===== src/rtl/mips_multicycle_control.sv =====
// Multicycle MIPS control FSM: sequences fetch/decode/execute/memory/writeback
// and drives the datapath mux selects, register file and memory strobes.
//
// state  | meaning
// IDLE   | one cycle after reset release
// FETCH  | read instruction, PC+4 (IR/PC load on final wait cycle)
// DECODE | read registers, precompute branch target
// MEMADR | effective address for lw/sw
// MEMRD  | data memory read
// MEMWB  | load result to rt
// MEMWR  | data memory write
// EXEC   | R-type ALU operation
// ALUWB  | R-type result to rd
// BRANCH | beq compare, conditional PC load
// ADDIEX | addi ALU operation
// ADDIWB | addi result to rt
// JUMP   | PC load with jump target
// TRAP   | undecodable instruction, one-cycle illegal pulse
module mips_multicycle_control #(
  parameter int MEM_WAIT = 0,
  parameter int ALU_OP_W = 3
) (
  input  logic                clk,
  input  logic                rst_n,
  input  logic [5:0]          opcode,
  input  logic [5:0]          funct,
  input  logic                alu_zero,
  output logic [3:0]          state,
  output logic [ALU_OP_W-1:0] alu_op,
  output logic                alu_src_a,
  output logic [1:0]          alu_src_b,
  output logic                reg_dst,
  output logic                reg_write,
  output logic                mem_to_reg,
  output logic                mem_read,
  output logic                mem_write,
  output logic                i_or_d,
  output logic                ir_write,
  output logic                pc_write,
  output logic [1:0]          pc_src,
  output logic                illegal
);

  typedef enum logic [3:0] {
    IDLE   = 4'd0,  FETCH  = 4'd1,  DECODE = 4'd2,  MEMADR = 4'd3,
    MEMRD  = 4'd4,  MEMWB  = 4'd5,  MEMWR  = 4'd6,  EXEC   = 4'd7,
    ALUWB  = 4'd8,  BRANCH = 4'd9,  ADDIEX = 4'd10, ADDIWB = 4'd11,
    JUMP   = 4'd12, TRAP   = 4'd13
  } state_t;

  localparam logic [5:0] OP_RTYPE = 6'h00;
  localparam logic [5:0] OP_LW    = 6'h23;
  localparam logic [5:0] OP_SW    = 6'h2B;
  localparam logic [5:0] OP_BEQ   = 6'h04;
  localparam logic [5:0] OP_ADDI  = 6'h08;
  localparam logic [5:0] OP_J     = 6'h02;

  localparam logic [ALU_OP_W-1:0] ALU_AND = ALU_OP_W'(3'b000);
  localparam logic [ALU_OP_W-1:0] ALU_OR  = ALU_OP_W'(3'b001);
  localparam logic [ALU_OP_W-1:0] ALU_ADD = ALU_OP_W'(3'b010);
  localparam logic [ALU_OP_W-1:0] ALU_SUB = ALU_OP_W'(3'b110);
  localparam logic [ALU_OP_W-1:0] ALU_SLT = ALU_OP_W'(3'b111);

  localparam logic [3:0] WAIT_MAX = 4'(MEM_WAIT);

  state_t     state_q, state_d;
  logic [3:0] cnt_q;
  logic       mem_state;
  logic       wait_done;
  logic       funct_ok;

  assign state     = state_q;
  assign mem_state = (state_q == FETCH) || (state_q == MEMRD) || (state_q == MEMWR);
  assign wait_done = (cnt_q == WAIT_MAX);
  assign funct_ok  = (funct == 6'h20) || (funct == 6'h22) || (funct == 6'h24) ||
                     (funct == 6'h25) || (funct == 6'h2A);

  // Counter only runs inside memory states and is zero on entry to each one.
  always_ff @(posedge clk or negedge rst_n) begin
    if (!rst_n) begin
      state_q <= IDLE;
      cnt_q   <= 4'd0;
    end else begin
      state_q <= state_d;
      cnt_q   <= (mem_state && !wait_done) ? cnt_q + 4'd1 : 4'd0;
    end
  end

  always_comb begin
    state_d = state_q;
    case (state_q)
      IDLE:   state_d = FETCH;
      FETCH:  if (wait_done) state_d = DECODE;
      DECODE: begin
        case (opcode)
          OP_RTYPE:     state_d = funct_ok ? EXEC : TRAP;
          OP_LW, OP_SW: state_d = MEMADR;
          OP_BEQ:       state_d = BRANCH;
          OP_ADDI:      state_d = ADDIEX;
          OP_J:         state_d = JUMP;
          default:      state_d = TRAP;
        endcase
      end
      MEMADR: state_d = (opcode == OP_LW) ? MEMRD : MEMWR;
      MEMRD:  if (wait_done) state_d = MEMWB;
      MEMWR:  if (wait_done) state_d = FETCH;
      EXEC:   state_d = ALUWB;
      ADDIEX: state_d = ADDIWB;
      MEMWB, ALUWB, BRANCH, ADDIWB, JUMP, TRAP: state_d = FETCH;
      default: state_d = IDLE;
    endcase
  end

  always_comb begin
    alu_op     = '0;
    alu_src_a  = 1'b0;
    alu_src_b  = 2'b00;
    reg_dst    = 1'b0;
    reg_write  = 1'b0;
    mem_to_reg = 1'b0;
    mem_read   = 1'b0;
    mem_write  = 1'b0;
    i_or_d     = 1'b0;
    ir_write   = 1'b0;
    pc_write   = 1'b0;
    pc_src     = 2'b00;
    illegal    = 1'b0;
    case (state_q)
      FETCH: begin
        mem_read  = 1'b1;
        alu_src_b = 2'b01;
        alu_op    = ALU_ADD;
        ir_write  = wait_done;
        pc_write  = wait_done;
      end
      DECODE: begin
        alu_src_b = 2'b11;
        alu_op    = ALU_ADD;
      end
      MEMADR: begin
        alu_src_a = 1'b1;
        alu_src_b = 2'b10;
        alu_op    = ALU_ADD;
      end
      MEMRD: begin
        mem_read = 1'b1;
        i_or_d   = 1'b1;
      end
      MEMWB: begin
        reg_write  = 1'b1;
        mem_to_reg = 1'b1;
      end
      MEMWR: begin
        mem_write = 1'b1;
        i_or_d    = 1'b1;
      end
      EXEC: begin
        alu_src_a = 1'b1;
        case (funct)
          6'h22:   alu_op = ALU_SUB;
          6'h24:   alu_op = ALU_AND;
          6'h25:   alu_op = ALU_OR;
          6'h2A:   alu_op = ALU_SLT;
          default: alu_op = ALU_ADD;
        endcase
      end
      ALUWB: begin
        reg_write = 1'b1;
        reg_dst   = 1'b1;
      end
      BRANCH: begin
        alu_src_a = 1'b1;
        alu_op    = ALU_SUB;
        pc_src    = 2'b01;
        pc_write  = alu_zero;
      end
      ADDIEX: begin
        alu_src_a = 1'b1;
        alu_src_b = 2'b10;
        alu_op    = ALU_ADD;
      end
      ADDIWB:  reg_write = 1'b1;
      JUMP: begin
        pc_src   = 2'b10;
        pc_write = 1'b1;
      end
      TRAP:    illegal = 1'b1;
      default: ;
    endcase
  end

endmodule


===== config.mk =====
export PLATFORM = sky130hd
export DESIGN_NAME = mips_multicycle_control
export DESIGN_NICKNAME = d
export VERILOG_FILES = /design/src/rtl/mips_multicycle_control.sv
export SDC_FILE = /design/constraint.sdc
export NUM_CORES = 1
export LEC_CHECK = 0
export BUFFER_PORTS_ARGS = -buffer_cell sky130_fd_sc_hd__buf_4
export CORE_MARGIN = 10
export CORE_UTILIZATION = 40
export CTS_CLUSTER_DIAMETER = 120
export DETAILED_ROUTE_END_ITERATION = 8
export HOLD_SLACK_MARGIN = 0.03
export PLACE_DENSITY = 0.73
export REMOVE_ABC_BUFFERS = 1
export SLEW_MARGIN = 20
export SYNTH_ARGS = -nofsm -noshare
export SYNTH_HDL_FRONTEND = slang
export SYNTH_SLANG_ARGS = --single-unit

===== constraint.sdc =====
create_clock -name clk -period 1.52 [get_ports clk]
set_input_delay 0.228 -clock clk [delete_from_list [all_inputs] [get_ports clk]]
set_output_delay 0.228 -clock clk [all_outputs]
set_load 0.01 [all_outputs]

==> Word level (Yosys, flattened, before mapping) <==
Index checks and enable logic that the tools add are counted.
W data, S select, Z words.
{ "word_totals": {"regBits": 8, "inputBits": 15, "output_inout_bits": 21, "wordCells": 71} }
{ "classes": {"n_addsub": 1, "eq_ne": 26, "mux": 22, "reduce_logical": 20} }
{ "op_table": {"columns": ["operator", "count"], "rows": [
  ["$eq A6 B6 Y1 const B", 7],
  ["$pmux W4 S8", 1],
  ["$eq A4 B4 Y1 const B", 6],
  ["$mux W4", 5],
  ["$pmux W4 S5", 1],
  ["$eq A4 B3 Y1 const B", 4],
  ["$pmux W3 S4", 1],
  ["$mux W1", 9],
  ["$pmux W3 S3", 1],
  ["$eq A4 B2 Y1 const B", 2],
  ["$logic_not A4 Y1", 2],
  ["$reduce_or A2 Y1", 4],
  ["$reduce_or A4 Y1", 2],
  ["$reduce_or A7 Y1", 1],
  ["$eq A6 B2 Y1 const B", 1],
  ["$eq A6 B3 Y1 const B", 1],
  ["$eq A6 B4 Y1 const B", 1],
  ["$logic_not A6 Y1", 1],
  ["$logic_or A1 B1 Y1", 6],
  ["$ne A2 B2 Y1 const B", 3],
  ["$pmux W2 S3", 1],
  ["$add A4 B1 Y4 const B", 1],
  ["$eq A4 B1 Y1 const B", 1],
  ["$pmux W2 S2", 1],
  ["6 further kinds", 6]
]} }

==> Depth between registers and ports, before layout <==
{ "logic_depth": {"depth_word": 8, "mapped_depth": 7, "depth_no_buf": 7} }

==> Least setup slack after synthesis <==
Ideal clock, no wire load.
{ "synth_path": {"path_type": "register to output", "startpoint": "reg cnt_q[0]", "endpoint": "out pc_write", "t_arrival_ps": 1420, "required_time_ps": 1292, "slack_ps": -128, "path_stages_with_launch": 6, "path_cell_list": "dfrtp_1 -> inv_1 -> ha_1 -> nor3b_1 -> and3b_1 -> a211o_1"} }
{ "synth_via": {"elab_chain_cells": 2} }
{ "synth_lines": {"columns": ["item", "line", "source"], "rows": [
  ["start, declared", "67", "logic [3:0] cnt_q;"],
  ["start signal, assigned", "85", "cnt_q <= (mem_state && !wait_done) ? cnt_q + 4'd1 : 4'd0;"],
  ["$logic_not A4 Y1", "74", "assign wait_done = (cnt_q == WAIT_MAX);"],
  ["$pmux W1 S3", "128", "case (state_q)"],
  ["end, declared", "39", "output logic pc_write,"]
]} }
Every way passes these cells.

==> Final worst setup path <==
Ends and elaborated chain as after synthesis.

==> results.yml <==
timing:
  fmax_ghz: 0.569
  worst_slack_ps: -238
  tightest_slew_ps: 458
  relSlewSlack: 0.692
  setup_viol: 12
  drv_slew: 0
  rsz0062_at_grt: "true"
  hold_viol: 0
  post-route-min-period_ps: 1760
  fin_skew_ps: 8.99
  finalCritPeriodShare: 1.16
  setup-tns-final_ps: -1070
critical_path:
  crit_start: "cnt_q[0]"
  reg2regPathDepth: 8
  crit_chain: "inv_1 > ha_2 > nor3b_4 > and3b_1 > a211o_1 > buf_6"
  slowest_delay_ps: 360
  crit_family: "flip-flops"
  cpMaxStageDelayCell: "dfrtp_1"
  r2r-end: "state[1]"
  path_class: "reg2out"
  worstSetupStartpointType: "register"
  worstPathRequired_ps: 1290
  ff2ff_setup_slack_ps: -90
  critPathArrivalTime_ps: 1530
  cp_num_cells: 6
  crit_fanout: 2
  reg2reg_from: "state[1]"
  path_buf_inv: 2
  crit_path_end: "pc_write"
  cp-end-kind: "primary output"
synthesis:
  synth_seq_area_share: 0.261
  ys_ff_latch: 8
  syn_area_um2: 768
  async_flop_share: 1.00
  avgSynthCellArea_um2: 7.61
  synth_edf_count: 0
  ys.warnings.count: 0
  ys.flop_type: "dfrtp_1"
  ys_types: 37
  postSynthCellCount: 101
drt:
  first_pass_iters: 4
  drc: 0
  wl_um: 3700
  ant_nets: 0
  wl_per_cell_um: 19.2
  vias: 1112
  viasPerCell: 5.79
  drt_iter0_drc: 57
floorplan:
  dieWidth_um: 63.8
  io_pins: 36
  die-area_mm2: 0.00407
  fp.dieH_um: 63.8
  start_util: 0.431
  core-area_mm2: 0.00178
  fp-row-count: 15
cells_and_area:
  finish.utilization: 0.881
  final_cell_mix: "50 x buf_4, 17 x buf_6, 11 x nor2_1, 5 x dfrtp_1"
  num_antenna_cells: 0
  drive_gt1_frac: 0.629
  area_growth_pct: 104
  fin_nets: 186
  final_common_cell: "buf_4"
cts:
  cts_num_sinks: 8
  cts_tree: "done"
  ctsHtreeMaxLevel: 1
  clockRootBuffer: "clkbuf_4"
  cts-buffers-inserted: 3
  clock_insertion_delay_worst_skew_ps: 260
  path_clk_slew_ps: 60
  max-clock-path-buffers: 2
outcome:
  violations: "setup timing"
  status: "finished with violations"
place:
  globalplace.congestion: 0.788
  port_buffers: 35
  preCtsSetupSlack_ps: 22.2
  place_hpwl_um: 2060
power:
  p_total_mw: 3.05
  leakage_nw: 0.733
  power_density_mw_per_mm2: 1940
  ir_worst_vdd_mv: 1.47
min_path:
  hold_class: "in2async"
grt:
  grt_pass1_wl_um: 5060
  antenna_found_initial: 0
  grt_pass1_vias: 1039
  grt-ovfl-total: 0
  grt_max_degree: 9
  grtUsageTotal: 0.150
job:
  drv_cap: 0
[final cells by class]
type                       count  area, um^2
inverter                       4        15.0
fill                          85         213
multi-input combinational     83         701
sequential                     8         204
tap                           25        31.3
timing repair buffer          69         597
clock buffer                   3        22.5
[power by group]
group          total [mW]  switching (mW)  internal (mW)
Clock               0.167          0.0762         0.0906
Sequential          0.377           0.103          0.274
Combinational        2.50            1.17           1.33
[worst min path at each step]
stage	endpoint	depth (start not counted)	startpoint
global route	state[1]	2	rst_n
floorplan	cnt_q[0]	0	rst_n
CTS	cnt_q[3]	2	rst_n
detailed placement	state[1]	1	rst_n
finish	state[1]	2	rst_n
global placement	state[1]	1	rst_n
[synth_stat cells (3+ instances only)]
| cell type | n | area [um^2] |
|---|---|---|
| dfrtp_1 | 8 | 200 |
| nor2_1 | 15 | 56.3 |
| a21oi_1 | 4 | 20.0 |
| inv_1 | 4 | 15.0 |
| xnor2_1 | 4 | 35.0 |
| mux2i_1 | 3 | 30.0 |
| nor3_1 | 5 | 25.0 |
| nor4_1 | 3 | 18.8 |
| buf_2 | 4 | 20.0 |
| o32ai_1 | 3 | 26.3 |
| nand2_1 | 8 | 30.0 |
| nand2b_1 | 5 | 31.3 |
| nand3_1 | 3 | 15.0 |
[registers in the layout (all words and copies together) (netlist names)]
signal	cells
cnt_q	4
state	4
[routing by layer]
metal | track usage | wire length (um) | vias to the layer above
met5 | 0 | 0 | -
met4 | 0.0328 | 222 | 0
met3 | 0.0383 | 204 | 25
met2 | 0.286 | 1920 | 61
met1 | 0.159 | 1340 | 520
li1 | - | - | 506
[through the flow]
step | cells | cell area [um^2] | hold WS (ps)
after floorplan | 95 | 741 | -67.6
after global placement | 169 | 1140 | 45.6
after detailed placement | 169 | 1140 | 46.9
after CTS | 184 | 1380 | 322
after global routing | 192 | 1570 | 337
final | 192 | 1570 | 324
[repair_timing]
| item | 4_1_cts | 5_1_grt |
|---|---|---|
| pin swaps | 9 | 12 |
| hold buffers | 1 | 0 |
| resized for setup | 31 | 27 |
| cloned | 0 | 0 |
| endpoints found under the setup margin | 11 | 18 |
| endpoints found under the hold margin | 8 | 0 |
| setup buffers | 11 | 10 |
[logic make-up after synthesis]
| group | Yosys count | share of synthesized area |
|---|---|---|
| XOR/XNOR | 5 | 0.0570 |
| flip-flops | 8 | 0.261 |
| AND/OR/NAND/NOR | 50 | 0.335 |
| multiplexers | 3 | 0.0391 |
| adder cells (fa/ha/maj) | 3 | 0.0456 |
| AO/OA/AOI/OAI | 22 | 0.207 |
| buffers and inverters | 10 | 0.0554 |
Note: power is estimated with default switching activity, not from simulation.
